**config.mk**
```make
export PLATFORM = sky130hd
export DESIGN_NAME = decompose_scheduler
export DESIGN_NICKNAME = d
export VERILOG_FILES = /design/src/rtl/decompose_pkg.sv /design/src/rtl/signedDigitDecompose.sv /design/src/rtl/skid_fifo2.sv /design/src/rtl/decompose_scheduler.sv
export SDC_FILE = /design/constraint.sdc
export NUM_CORES = 1
export LEC_CHECK = 0
export ABC_AREA = 1
export BUFFER_PORTS_ARGS = -buffer_cell sky130_fd_sc_hd__buf_4
export CAP_MARGIN = 20
export CORE_MARGIN = 2
export CORE_UTILIZATION = 60
export DETAILED_ROUTE_END_ITERATION = 16
export GPL_TIMING_DRIVEN = 0
export PLACE_DENSITY = 0.93
export SLEW_MARGIN = 15
export SYNTH_ARGS = -nofsm -noshare
export SYNTH_HDL_FRONTEND = slang
export SYNTH_HIERARCHICAL = 1
export SYNTH_SLANG_ARGS = --single-unit
export TNS_END_PERCENT = 100
```
**constraint.sdc**
```tcl
create_clock -name clk -period 6.8 [get_ports clk]
set_input_delay 2.04 -clock clk [delete_from_list [all_inputs] [get_ports clk]]
set_output_delay 2.04 -clock clk [all_outputs]
set_load 0.01 [all_outputs]
```
**src/rtl/decompose_pkg.sv**
```systemverilog
// Shared FSM encoding and signed-digit constants for the decompose scheduler.
`ifndef DATA_SIZE_ARB
`define DATA_SIZE_ARB 32
`endif
`ifndef MODULUS
`define MODULUS 132120577
`endif
`ifndef MODULUSHALF
`define MODULUSHALF 66060288
`endif

package decompose_pkg;
  localparam int unsigned DATA_SIZE_ARB = `DATA_SIZE_ARB;
  localparam int unsigned MODULUS       = `MODULUS;
  localparam int unsigned MODULUS_HALF  = `MODULUSHALF;

  localparam int unsigned DIGIT_BASE = 128;
  localparam int unsigned DIGIT_HALF = 64;

  localparam logic [1:0] ST_IDLE  = 2'd0;
  localparam logic [1:0] ST_RUN   = 2'd1;
  localparam logic [1:0] ST_DRAIN = 2'd2;
  localparam logic [1:0] ST_DONE  = 2'd3;
endpackage

```
**src/rtl/signedDigitDecompose.sv**
```systemverilog
// Combinational base-128 balanced-digit split of a centred residue; digits reduced mod MODULUS.
module signedDigitDecompose
  import decompose_pkg::*;
#(
  parameter int unsigned W = DATA_SIZE_ARB
) (
  input  logic [W-1:0] value,
  output logic [W-1:0] digit0,
  output logic [W-1:0] digit1,
  output logic [W-1:0] digit2,
  output logic [W-1:0] digit3
);
  logic [W-1:0] rem;
  logic [6:0]   slice;
  logic [W-1:0] dig [4];

  always_comb begin
    rem   = (value < W'(MODULUS_HALF)) ? value : value - W'(MODULUS);
    slice = '0;
    for (int unsigned i = 0; i < 3; i++) begin
      slice = rem[6:0];
      // A high slice becomes negative and pushes a carry into the arithmetic remainder.
      if (slice >= 7'(DIGIT_HALF)) begin
        dig[i] = W'(slice) + W'(MODULUS) - W'(DIGIT_BASE);
        rem    = W'($signed(rem) >>> 7) + W'(1);
      end else begin
        dig[i] = W'(slice);
        rem    = W'($signed(rem) >>> 7);
      end
    end
    dig[3] = rem[5] ? W'(MODULUS) - W'(DIGIT_HALF) + W'(rem[5:0]) : W'(rem[5:0]);
  end

  assign digit0 = dig[0];
  assign digit1 = dig[1];
  assign digit2 = dig[2];
  assign digit3 = dig[3];
endmodule

```
**src/rtl/skid_fifo2.sv**
```systemverilog
// Two-entry FIFO skid buffer with registered storage and occupancy report.
module skid_fifo2 #(
  parameter int unsigned DW = 8
) (
  input  logic          clk,
  input  logic          rst_n,
  input  logic          pushValid,
  input  logic [DW-1:0] pushData,
  input  logic          popReady,
  output logic          popValid,
  output logic [DW-1:0] popData,
  output logic [1:0]    occupancy
);
  logic [DW-1:0] mem [2];
  logic          wrPtr;
  logic          rdPtr;
  logic [1:0]    count;
  logic          doPush;
  logic          doPop;

  assign doPop  = popReady && (count != 2'd0);
  assign doPush = pushValid && ((count != 2'd2) || doPop);

  always_ff @(posedge clk) begin
    if (!rst_n) begin
      mem[0] <= '0;
      mem[1] <= '0;
      wrPtr  <= 1'b0;
      rdPtr  <= 1'b0;
      count  <= '0;
    end else begin
      if (doPush) begin
        mem[wrPtr] <= pushData;
        wrPtr      <= !wrPtr;
      end
      if (doPop) rdPtr <= !rdPtr;
      case ({doPush, doPop})
        2'b10:   count <= count + 2'd1;
        2'b01:   count <= count - 2'd1;
        default: count <= count;
      endcase
    end
  end

  assign popValid  = (count != 2'd0);
  assign popData   = mem[rdPtr];
  assign occupancy = count;
endmodule

```
**src/rtl/decompose_scheduler.sv**
```systemverilog
// Streams one polynomial from coefficient RAM through signed-digit decomposition
// into a credit-controlled two-entry output buffer.
module decompose_scheduler
  import decompose_pkg::*;
#(
  parameter int unsigned N_COEFF = 1024,
  parameter int unsigned AW      = $clog2(N_COEFF),
  parameter int unsigned W       = DATA_SIZE_ARB
) (
  input  logic          clk,
  input  logic          rst_n,
  input  logic          start,
  output logic          busy,
  output logic          done,
  output logic          rd_en,
  output logic [AW-1:0] rd_addr,
  input  logic [W-1:0]  rd_data,
  output logic          out_valid,
  input  logic          out_ready,
  output logic [AW-1:0] out_index,
  output logic [W-1:0]  out_digit0,
  output logic [W-1:0]  out_digit1,
  output logic [W-1:0]  out_digit2,
  output logic [W-1:0]  out_digit3
);
  localparam int unsigned DW = AW + 4 * W;
  localparam logic [AW-1:0] LAST_ADDR = AW'(N_COEFF - 1);

  logic [1:0]    state;
  logic [AW-1:0] addrQ;
  logic [AW-1:0] flightIdx;
  logic          inFlight;
  logic [1:0]    occupancy;
  logic          pop;
  logic          drainDone;
  logic [W-1:0]  dig0, dig1, dig2, dig3;
  logic [DW-1:0] pushData;
  logic [DW-1:0] popData;

  assign pop   = out_valid && out_ready;
  assign rd_en = (state == ST_RUN) &&
                 (({1'b0, occupancy} + {2'b0, inFlight} - {2'b0, pop}) < 3'd2);
  // Judged on next-cycle emptiness so done lands one cycle after the final pop.
  assign drainDone = !inFlight && ((occupancy == 2'd0) || ((occupancy == 2'd1) && pop));

  always_ff @(posedge clk) begin
    if (!rst_n) begin
      state     <= ST_IDLE;
      addrQ     <= '0;
      inFlight  <= 1'b0;
      flightIdx <= '0;
    end else begin
      inFlight <= rd_en;
      if (rd_en) flightIdx <= addrQ;
      case (state)
        ST_IDLE: begin
          if (start) begin
            state <= ST_RUN;
            addrQ <= '0;
          end
        end
        ST_RUN: begin
          if (rd_en) begin
            if (addrQ == LAST_ADDR) state <= ST_DRAIN;
            else                    addrQ <= addrQ + AW'(1);
          end
        end
        ST_DRAIN: if (drainDone) state <= ST_DONE;
        ST_DONE:  state <= ST_IDLE;
        default:  state <= ST_IDLE;
      endcase
    end
  end

  assign busy    = (state != ST_IDLE);
  assign done    = (state == ST_DONE);
  assign rd_addr = addrQ;

  // rd_data is captured by the buffer entry itself, keeping read-to-beat latency at 2.
  signedDigitDecompose #(.W(W)) uDecompose (
    .value  (rd_data),
    .digit0 (dig0),
    .digit1 (dig1),
    .digit2 (dig2),
    .digit3 (dig3)
  );

  assign pushData = {flightIdx, dig3, dig2, dig1, dig0};

  skid_fifo2 #(.DW(DW)) uSkid (
    .clk       (clk),
    .rst_n     (rst_n),
    .pushValid (inFlight),
    .pushData  (pushData),
    .popReady  (out_ready),
    .popValid  (out_valid),
    .popData   (popData),
    .occupancy (occupancy)
  );

  assign {out_index, out_digit3, out_digit2, out_digit1, out_digit0} = popData;
endmodule

```
==> impl.org <==
** Run status
- The run finished with clean final reports.

** STA
- Number of endpoints failing setup at the final stage :: 0
- The count of final max-slew check failures came to 0.
- Highest achievable clock rate :: 0.158 GHz
- Measured against its own limit, the worst slew margin works out to 0.584.
- Accumulated negative setup slack :: 0 ns
- The final number of hold-violating endpoints is 0.
- Setup repair after global routing missed its margin :: false
- Pin slew with the least headroom to its limit :: 0.619 ns
- Clock skew after layout :: 0.0299 ns
- Once routing completed, OpenROAD measured the worst setup slack at 0.468 ns.
- Period Utilization, post-route :: 0.931
- The worst path needs 6.33 ns of the cycle, external delays included.

** Worst setup path
- The worst setup path is captured at a register.
- In this design, the stage delay of the slowest critical-path cell is 0.34 ns.
- Worst endpoint required time :: 7.19 ns
- The setup path with the least slack is of type in2reg.
- In this run the worst path has a maximum fanout of 10.
- Startpoint types :: input pin
- For the worst setup path, the data arrival time is 6.72 ns.
- By instance count, the cell type seen most on the critical path is nand2_1.
- Highest-delay cell along the critical path :: nor2_1
- Reg-to-reg setup timing slack :: 4.00 ns

** CTS
- CTS hold repair buffers :: 0
- The number of clock buffers added by TritonCTS is 30.
- CTS resizes :: 0
- CTS Root Cell :: clkbuf_16
- For this design, the sink count on the clock tree is 304.
- In this run the post-CTS setup repair buffer count came out at 0.
- TritonCTS clock tree :: built
- The clock reaches the later pin of the worst-skew pair after 0.56 ns.
- Clock-pin slew was measured on the worst setup and hold paths at 0.06 ns.
- Maximum level of the CTS H-tree :: 1
- Counting along the longest clock path gives a buffer depth of 3.

** Routing
- Number of design rule violations left after detail routing :: 0
- Drt wl/cell :: 15.9 um
- For this block, the initial DRC count from the detailed router was 886.
- The first TritonRoute pass finished after 5 iterations.
- After detailed routing, the total wire length is 38400 um.
- Via count :: 12400
- Via density :: 5.16
- Once detail routing completed, the nets flagged for antenna violations numbered 0.

** Floorplanning
- Floorplan die height :: 171 um
- Count of pins on the block boundary :: 188
- Number of rows created at floorplan :: 61
- Measured along the x axis, the die boundary spans 171 um.
- Effective utilization at floorplan :: 0.607
- The region available for standard cell placement spans 27600 um2.
- The die covers 29300 um2.

** Finish
- Post-route insts no fill :: 2406
- Post-Route Utilization :: 0.717
- After routing the design area is 19800 um2.
- Relative to the synthesized area, the layout overhead comes to 18.1%.
- Post-layout net count :: 2053
- In the final layout, the multi-input gates occupy 6100 um2.
- In the final layout, flip-flops and latches occupy 8850 um2.
- Counting the fill cells in the layout gives 1892.
- Fraction of final layout cells sized beyond drive strength 1 :: 0.286

** Synth
- Leading area contributor after synthesis :: edfxtp_1
- Number of enable flip-flop cells after synthesis :: 276
- Yosys top cell area share :: 0.494
- Mean post-synth cell area :: 9.54 um2
- Synthesis inferred 304 register bits.
- The Yosys step of the flow raised 6 warnings.
- Top FF cell, synth :: edfxtp_1
- Cells after Synth :: 1759
- For this run, the register share of the synthesized area comes to 0.527.
- Of all flip-flops after synthesis, the portion carrying an async set or reset was 0.
- Dominant cells by area after synthesis :: edfxtp_1 (49%), mux2_2 (9.3%), nor2_1 (9.0%)
- Count of cell types in the netlist :: 51
- Netlist area before placement :: 16800 um2

** Placed design
- Summed over all nets, the half-perimeter wirelength after detailed placement is 27100 um.
- Once placement finished, the instance area stood at 18800 um2.
- Counting tap cells, the placed design contains a total of 2346 instances.
- IO Port Bufs :: 186
- Placer Congestion :: 0.912
- Timing analysis after detailed placement gives a worst setup slack of 0.0288 ns.

** Power and ir drop
- Power density cells :: 287 nW/um2
- VDD IR max :: 0.000276 V
- In this run the static leakage power is 0.00892 uW.

** Run
- Number of max-cap violations :: 0

** GRT
- For this run the aggregate overflow at the end of global routing stands at 0.
- Via count of the first global-routing pass :: 12500
- Across every metal layer, demand over resource in global routing totals 0.259.
- Maximum number of pins on one net before global-route repair :: 59
- The first global-routing pass estimated 60000 um of wire.
- The initial antenna violation count was 5.

** Min path
- In this run the worst hold path is classified as reg2reg.
[Yosys cell counts, types with 2 or more instances]
cell / count
inv_1: 243
nand2_2: 21
nor3_2: 3
o21ai_1: 3
a41oi_1: 4
nand3_2: 9
buf_2: 24
a31oi_1: 8
nor3_1: 10
nor2_2: 13
a21oi_4: 2
nor2_8: 2
xnor2_1: 8
buf_6: 18
xor2_1: 22
o21ai_0: 20
a21oi_1: 18
ha_1: 16
clkbuf_1: 2
nand3b_1: 2
inv_2: 9
edfxtp_1: 276
nand4_1: 22
nor2_1: 401
nor2_4: 5
o21ai_2: 2
nand2_1: 254
buf_4: 84
mux2_2: 138
dfxtp_1: 28
nand3_1: 69
nand2_4: 4
[report_power, final]
| group | internal (uW) | switching [uW] |
|---|---|---|
| clock | 910 | 699 |
| combinational | 756 | 947 |
| sequential | 2270 | 95.3 |
[layout by cell type (no fill, tap or decap), types with 3 or more instances in the layout]
master / count
mux2_2: 138
xor2_1: 22
xnor2_1: 8
nand4_1: 22
conb_1: 20
nor2_1: 401
nor2_4: 5
o21ai_1: 3
nor3_2: 3
a41oi_1: 4
clkbuf_1: 9
buf_4: 270
o21ai_0: 20
nor3_1: 10
dfxtp_1: 28
nand3_2: 9
nand3_1: 69
clkinv_1: 6
diode_2: 4
inv_1: 243
edfxtp_1: 276
a21oi_1: 18
a31oi_1: 8
buf_6: 18
clkinvlp_4: 6
clkbuf_16: 31
clkinv_2: 4
buf_2: 24
nand2_4: 6
nand2_1: 252
nand2_2: 21
buf_16: 4
ha_1: 16
nor2_2: 13
inv_2: 9
[logic make-up after synthesis]
| logic type | count (synthesis) | synth area share |
|---|---|---|
| AOI/OAI and AO/OA | 62 | 0.0229 |
| xor gates and xnor gates | 31 | 0.0166 |
| adders and majority gates | 17 | 0.0131 |
| buffers and inverters | 383 | 0.114 |
| DFF | 304 | 0.527 |
| muxes | 138 | 0.0926 |
| other | 1 | 0.000223 |
| and+or+nand+nor | 823 | 0.213 |
[routing by layer]
metal	routed length, um	GRT usage	part of all wire	vias to the layer above
met5	16	0	0.00042	-
met4	1180	0.0965	0.031	2
met3	2030	0.0414	0.053	80
met2	20400	0.489	0.53	377
met1	14800	0.294	0.39	5864
li1	-	-	-	6085
[state kept, by name, summed over array words and instances, names as in the netlist, named ones only]
register         cells
flightIdx           10
inFlight             1
rd_addr             10
state                2
uSkid/mem          276
uSkid/occupancy      2
uSkid/rdPtr          1
uSkid/wrPtr          1
[metrics by stage]
step	hold WS, ns	power (uW)
CTS	0.491	5700
global placement	0.455	4040
finish	0.483	5680
global route	0.513	5950
floorplan	0.445	3460
detailed placement	0.471	4090
[worst max-delay path: cells and delay by family]
kind | cells | cell delay, ns
buf+inv | 6 | 0.75
fa+ha+maj | 4 | 0.85
compound gates | 1 | 0.07
simple gates | 23 | 3.00
[final timing paths]
check	start	end	depth (start not counted)
worst min register to register	flightIdx[0]$_SDFFE_PN0P_	flightIdx[0]$_SDFFE_PN0P_	2
worst max register to register	uSkid/occupancy[1]$_SDFFE_PN0P_	flightIdx[2]$_SDFFE_PN0P_	13
worst min-delay path	flightIdx[0]$_SDFFE_PN0P_	flightIdx[0]$_SDFFE_PN0P_	2
worst max-delay path	rd_data[26]	uSkid/mem[1][108]$_SDFFCE_PN0P_	34
[cell type report]
class	instances	share of cell area
inverter	254	0.0482
antenna	4	0.000505
clock buffer	38	0.0405
tap	378	0.0239
sequential	304	0.447
buffer	129	0.0487
timing repair buffer	190	0.0760
clock inverter	18	0.00770
multi-input combinational	1091	0.308
(Power assumes the default switching activity.)
